===== src/rtl/vram_spi_writer.sv =====
// vram_spi_writer: drains a VRAM write FIFO one entry at a time and writes
// each entry to an SPI SRAM (mode 0, sck = clk/2) as a 48-bit WRITE frame:
// command 8'h02, 24-bit byte address, 16 data bits, MSB first.
// Optional build macro VRAM_WRITER_STATS_EN adds the writes_completed counter.
//
// state    | meaning
// ---------+----------------------------------------------------------
// ST_IDLE  | waiting for a non-empty FIFO
// ST_POP   | one-cycle pop strobe to the FIFO
// ST_LATCH | popped entry is valid; load it into the shift register
// ST_REQ   | bus_request high, waiting for bus_grant
// ST_SHIFT | cs_n low, 48 bits clocked out at 2 clk per bit
// ST_GAP   | two cycles of cs_n high before returning to idle
module vram_spi_writer #(
   parameter int ADDRESS_WIDTH = 16,
   parameter int DATA_WIDTH    = 16,
   parameter int COUNT_WIDTH   = 3
) (
   input  logic                     clk,
   input  logic                     reset_n,
   input  logic [COUNT_WIDTH-1:0]   fifo_items_count,
   output logic                     fifo_read_request,
   input  logic [ADDRESS_WIDTH-1:0] fifo_read_address,
   input  logic [DATA_WIDTH-1:0]    fifo_read_data,
   output logic                     bus_request,
   input  logic                     bus_grant,
   output logic                     spi_cs_n,
   output logic                     spi_sck,
   output logic                     spi_sio_out,
   output logic                     busy,
`ifdef VRAM_WRITER_STATS_EN
   output logic [15:0]              writes_completed,
`endif
   output logic                     write_done
);

   localparam int FRAME_BITS = 48;
   localparam logic [5:0] LAST_BIT = 6'(FRAME_BITS - 1);

   typedef enum logic [2:0] {
      ST_IDLE,
      ST_POP,
      ST_LATCH,
      ST_REQ,
      ST_SHIFT,
      ST_GAP
   } state_t;

   state_t                  state;
   logic [FRAME_BITS-1:0]   shift_reg;
   logic [5:0]              bit_cnt;
   logic                    gap_cnt;
   logic [FRAME_BITS-1:0]   frame_word;
   logic                    frame_end;

   // WRITE command, word address turned into a byte address, then data.
   assign frame_word = {8'h02, {(23-ADDRESS_WIDTH){1'b0}}, fifo_read_address,
                        1'b0, fifo_read_data};

   // Last high phase of the last bit: the frame closes on this edge.
   assign frame_end = (state == ST_SHIFT) && spi_sck && (bit_cnt == LAST_BIT);

   // Sequencer with all outputs registered from the next-state decision.
   always_ff @(posedge clk or negedge reset_n) begin
      if (!reset_n) begin
         state             <= ST_IDLE;
         shift_reg         <= '0;
         bit_cnt           <= '0;
         gap_cnt           <= 1'b0;
         fifo_read_request <= 1'b0;
         bus_request       <= 1'b0;
         spi_cs_n          <= 1'b1;
         spi_sck           <= 1'b0;
         spi_sio_out       <= 1'b0;
         busy              <= 1'b0;
         write_done        <= 1'b0;
      end else begin
         fifo_read_request <= 1'b0;
         write_done        <= 1'b0;
         case (state)
            ST_IDLE: begin
               if (fifo_items_count != '0) begin
                  state             <= ST_POP;
                  fifo_read_request <= 1'b1;
                  busy              <= 1'b1;
               end
            end
            ST_POP: begin
               state <= ST_LATCH;
            end
            ST_LATCH: begin
               shift_reg   <= frame_word;
               bus_request <= 1'b1;
               state       <= ST_REQ;
            end
            ST_REQ: begin
               if (bus_grant) begin
                  state       <= ST_SHIFT;
                  spi_cs_n    <= 1'b0;
                  spi_sck     <= 1'b0;
                  spi_sio_out <= shift_reg[FRAME_BITS-1];
                  bit_cnt     <= '0;
               end
            end
            ST_SHIFT: begin
               if (!spi_sck) begin
                  spi_sck <= 1'b1;
               end else if (bit_cnt == LAST_BIT) begin
                  state       <= ST_GAP;
                  spi_sck     <= 1'b0;
                  spi_cs_n    <= 1'b1;
                  spi_sio_out <= 1'b0;
                  write_done  <= 1'b1;
                  gap_cnt     <= 1'b0;
                  bit_cnt     <= '0;
               end else begin
                  bit_cnt     <= bit_cnt + 6'd1;
                  spi_sck     <= 1'b0;
                  spi_sio_out <= shift_reg[FRAME_BITS-2];
                  shift_reg   <= {shift_reg[FRAME_BITS-2:0], 1'b0};
               end
            end
            ST_GAP: begin
               if (gap_cnt) begin
                  state       <= ST_IDLE;
                  bus_request <= 1'b0;
                  busy        <= 1'b0;
               end else begin
                  gap_cnt <= 1'b1;
               end
            end
            default: begin
               state       <= ST_IDLE;
               bus_request <= 1'b0;
               spi_cs_n    <= 1'b1;
               spi_sck     <= 1'b0;
               spi_sio_out <= 1'b0;
               busy        <= 1'b0;
            end
         endcase
      end
   end

`ifdef VRAM_WRITER_STATS_EN
   // Completed-frame counter, stepping on the same edge that raises write_done.
   always_ff @(posedge clk or negedge reset_n) begin
      if (!reset_n)
         writes_completed <= '0;
      else if (frame_end)
         writes_completed <= writes_completed + 16'd1;
   end
`endif

endmodule


===== config.mk =====
export PLATFORM = sky130hd
export DESIGN_NAME = vram_spi_writer
export DESIGN_NICKNAME = d
export VERILOG_FILES = /design/src/rtl/vram_spi_writer.sv
export SDC_FILE = /design/constraint.sdc
export NUM_CORES = 1
export LEC_CHECK = 0
export CORE_MARGIN = 3
export CORE_UTILIZATION = 26
export DETAILED_ROUTE_END_ITERATION = 12
export SLEW_MARGIN = 0
export SYNTH_ARGS = -nofsm -noshare
export SYNTH_HDL_FRONTEND = slang
export SYNTH_SLANG_ARGS = --single-unit

===== constraint.sdc =====
create_clock -name clk -period 5 [get_ports clk]
set_input_delay 1.5 -clock clk [delete_from_list [all_inputs] [get_ports clk]]
set_output_delay 1.5 -clock clk [all_outputs]
set_load 0.02 [all_outputs]

# --- Word level (Yosys, flattened, before mapping) ---
# Cells that the tools add are included.
classes:
  n_addsub: 1
  mul: 0
  n_div: 0
  order_cmp: 0
  eq_ne: 12
  n_shift: 0
  muxes: 35
  bitwise_logic: 3
  n_reduce_logical: 17
ops:
  columns: ["op", "count"]
  rows:
  - ["$mux 48", 2]
  - ["$pmux 48 s2", 1]
  - ["$mux 6", 3]
  - ["$pmux 3 s6", 1]
  - ["$mux 1", 16]
  - ["$mux 3", 5]
  - ["$pmux 1 s3", 5]
  - ["$reduce_and 3->1", 5]
  - ["$pmux 6 s2", 1]
  - ["$reduce_or 4->1", 3]
  - ["$ne 2x2->1 const B", 5]
  - ["$add 6x1->6 const B", 1]
  - ["$eq 3x2->1 const B", 2]
  - ["$eq 3x3->1 const B", 2]
  - ["$eq 6x6->1 const B", 1]
  - ["$reduce_bool 2->1", 3]
  - ["$reduce_and 5->1", 1]
  - ["$reduce_and 2->1", 2]
  - ["$reduce_and 4->1", 1]
  - ["$eq 3x1->1 const B", 1]
  - ["$logic_not 3->1", 1]
  - ["$not 1->1", 3]
  - ["$reduce_bool 3->1", 1]
  - ["$ne 2x1->1 const B", 1]
  - ["$pmux 1 s2", 1]
word_totals:
  regBits: 65
  latchBits: 0
  mem_bits_rw: 0
  rom_bits: 0
  out_inout_bits: 7
  wordCells: 79
  memories: 0

# --- Longest topological paths before layout ---
logic_depth:
  ltp_word: 4
  ltp_mapped: 7
  depth_no_buf: 5

# --- Worst setup path after synthesis ---
# OpenSTA, ideal clock, no wires.
synth_path:
  path_type: "input-to-reg"
  from: "input bus_grant"
  to: "register bit_cnt[4]"
  setup_time_ps: 128
  arrival_ps: 2190
  slack_ps: 2682
  cell_stages: 5
  n_path_buf: 1
  cell_sequence: "nand4b_1 -> and2_1 -> clkbuf_1 -> o21ai_0 -> o31ai_1"
synth_between:
  elab_chain_cells: 2
synth_rtl:
  columns: ["element", "line", "rtl"]
  rows:
  - ["start, declared", "26", "input logic bus_grant,"]
  - ["$ne 2x2->1 (no line)", null, null]
  - ["$reduce_and 3->1 (no line)", null, null]
  - ["end signal, assigned", "117", "bit_cnt <= bit_cnt + 6'd1;"]
  - ["end, declared", "51", "logic [5:0] bit_cnt;"]
# No other way between the ends.
# A chain may end at the register's enable or synchronous reset.

# --- Worst setup path in the final report ---
layout_path:
  from: "register spi_cs_n"
  to: "output spi_cs_n"
layout_lines:
  columns: ["element", "line", "rtl"]
  rows:
  - ["start, declared", "27", "output logic spi_cs_n,"]
  - ["start signal, assigned", "72", "spi_cs_n <= 1'b1;"]
  - ["start signal, assigned", "99", "spi_cs_n <= 1'b0;"]
  - ["start signal, assigned", "111", "spi_cs_n <= 1'b1;"]
# No word-level cell between the ends.

==> out/qor.yml <==
status: "finished, final reports clean"
ys_ff_latch: 65
grt_pass1_vias: 2476
whs_path_depth: 2
cap_violations: 0
drive_above_1_share_pct: 8.17
critPathTopFamily: "buffers and inverters"
port-buffer-count: 44
r2r_cells: 5
synth_warnings: 0
gr-usage-met3_pct: 3.96
syn_area_um2: 3060
dp_hpwl_um: 4410
grt_util_met2_pct: 18.2
clk_path_buf_depth: 2
post_cts_buffers: 0
finalClockSkew_ns: 0.00618
die_h_um: 114
end_kind: "output port"
hold_viol_final: 0
syn_nets: 355
io_pins: 45
max_slew_margin_pct: 33.5
post_drt_wl_per_cell_um: 14.3
crit_path_cell_trace: "clkdlybuf4s50_1"
slowest_stage: "clkdlybuf4s50_1"
fin_crit_sh_pct: 58.9
cp_max_fo: 2
crit_arrival_ns: 1.44
yosysSeqAreaShare_pct: 53.2
htreeDepth: 3
syn2layout_area_growth_pct: 28.3
syn_inst: 316
mostFrequentLayoutCell: "dfrtp_1"
rows: 38
critPathBufInv: 1
layout_common_cells: "dfrtp_1 (64), o21ai_0 (57), nand2_1 (43), clkdlybuf4s50_1 (43)"
clock_latency_ns: 0.32
finalNetCount: 389
cp-start-kind: "flop"
numCtsBuffers: 9
ctsResizeCount: 0
wirelength_um: 7100
worstSetupPathType: "flop to output port"
cts_root_buffer: "clkbuf_16"
period_needed_ns: 2.94
n_antenna_cell: 0
viasPerCell: 4.93
r2r_setup_slack_ns: 2.81
drtIter0Drc: 155
power.density_nw_per_um2: 554
clkSinkCount: 65
num-fill-cells: 1125
grt_pass1_wl_um: 12000
drt-pass1-iter-count: 4
fin_tns_setup_ns: 0
p_leak_nw: 1.54
cts_tree: "built"
finalSetupViolCount: 0
top_usage_layer: "met2"
use_met1_pct: 14.7
synth.distinct_cells: 37
postSynthAreaPerCell_um2: 9.68
hold_class: "flop to flop"
rsz0062_at_grt: "no"
grt_max_degree: 61
num_vias: 2439
grt.total_usage_pct: 11.3
path_clk_slew_ns: 0.06
grt_overflow: 0
fp.dieW_um: 114
clock.fmax_mhz: 340
r2r_start: "state[1]"
ant_nets: 0
core-area_um2: 11200
dieArea_um2: 13100
tightest_slew_ns: 0.997
hold_path_startpoint: "shift_reg[34]"
drc: 0
holdBufCountCts: 0
critPathRequiredTime_ns: 3.50
largest_reg_flops: 48
peakVddDrop_v: 0.000316
finish.utilization_pct: 35.1
antenna_found_initial: 0
crit_path_max_incr_delay_ns: 0.59
final_max_slew_viol_count: 0
start_util_pct: 27.4
gp_congestion: 0.739
r2r_end: "shift_reg[14]"
min_to: "shift_reg[35]"
## cell type report
type                    instances  area (um^2)  share of cell area, %
clock inverters                 6         67.6                   1.72
repair buffers                 50          480                   12.2
clock buffers                  10          239                   6.09
flip-flops and latches         65         1630                   41.5
well taps                     140          175                   4.46
multi-input cells             218         1310                   33.5
inverters                       6         22.5                  0.574
## cell families (layout without fill, tap and decap cells)
family | Yosys count | in the layout | share of synthesized area, %
flops | 65 | 65 | 53.2
compound gates | 107 | 107 | 22.5
buf+inv | 33 | 72 | 4.29
fa+ha+maj | 1 | 1 | 0.409
simple gates | 110 | 110 | 19.6
## cell usage after synthesis
| master | number | area (um^2) |
|---|---|---|
| nand4bb_1 | 1 | 11.3 |
| nor3_1 | 3 | 15.0 |
| or2_2 | 1 | 6.26 |
| a22oi_1 | 1 | 7.51 |
| o211ai_1 | 1 | 7.51 |
| o31ai_1 | 1 | 7.51 |
| o21ai_0 | 57 | 285 |
| dfstp_2 | 1 | 26.3 |
| nor2_1 | 8 | 30.0 |
| nor3b_2 | 1 | 12.5 |
| nor3b_1 | 1 | 7.51 |
| a32o_1 | 1 | 10.0 |
| nand2_1 | 43 | 161 |
| ha_1 | 1 | 12.5 |
| inv_1 | 6 | 22.5 |
| nor2b_1 | 2 | 12.5 |
| buf_1 | 4 | 15.0 |
| a32oi_1 | 1 | 8.76 |
| a2bb2oi_1 | 31 | 272 |
| nand3_1 | 10 | 50.1 |
| nand4b_1 | 1 | 8.76 |
| a21oi_4 | 1 | 16.3 |
| clkbuf_1 | 17 | 63.8 |
| o21ai_1 | 2 | 10.0 |
| nand3b_1 | 31 | 233 |
| buf_2 | 6 | 30.0 |
| a31oi_1 | 1 | 6.26 |
| o311ai_1 | 1 | 8.76 |
| nor4_1 | 1 | 6.26 |
| dfrtp_1 | 64 | 1600 |
| and3_1 | 1 | 6.26 |
| or3_1 | 1 | 6.26 |
| or3b_1 | 1 | 8.76 |
| a21oi_1 | 8 | 40.0 |
| and2_1 | 1 | 6.26 |
| nand2b_1 | 3 | 18.8 |
| o21a_1 | 1 | 7.51 |
## stage by stage
| step | hold WS [ns] | instances | cell area [um^2] | total power [mW] | setup slack, ns |
|---|---|---|---|---|---|
| after floorplan | 0.450 | 316 | 3060 | 1.34 | 2.68 |
| after global placement | 0.460 | 479 | 3620 | 1.53 | 2.11 |
| after detailed placement | 0.467 | 479 | 3620 | 1.55 | 2.09 |
| after CTS | 0.482 | 495 | 3930 | 2.20 | 2.04 |
| after global routing | 0.521 | 495 | 3930 | 2.31 | 2.02 |
| final | 0.479 | 495 | 3930 | 2.18 | 2.06 |
## worst register-to-register path: cells and delay by family (launching register included)
kind                   cells  cell delay (ns)
DFF                        1             0.68
and+or+nand+nor            2             0.68
AOI/OAI and AO/OA          2             0.37
buffers and inverters      1             0.37
## report_power, final
group          internal [mW]  switching (mW)  leakage, nW
Clock                  0.400           0.235        0.145
Combinational          0.340           0.351        0.603
Sequential             0.708           0.141        0.788
## layer usage
layer	routed length (um)	up-vias
met5	0	-
met3	344	6
met2	3300	41
li1	-	1200
met1	3390	1192
met4	64	0
## worst max-delay path by stage
stage,from,end,slack [ns],cells past startpoint
6_report,spi_cs_n,spi_cs_n,2.06,1
5_1_grt,spi_cs_n,spi_cs_n,2.02,1
4_1_cts,spi_cs_n,spi_cs_n,2.04,1
3_5_place_dp,bus_grant,bit_cnt[4],2.09,5
3_3_place_gp,bus_grant,bit_cnt[2],2.11,5
2_1_floorplan,bus_grant,bit_cnt[4],2.68,5
Power figures use the tool's default switching activity.
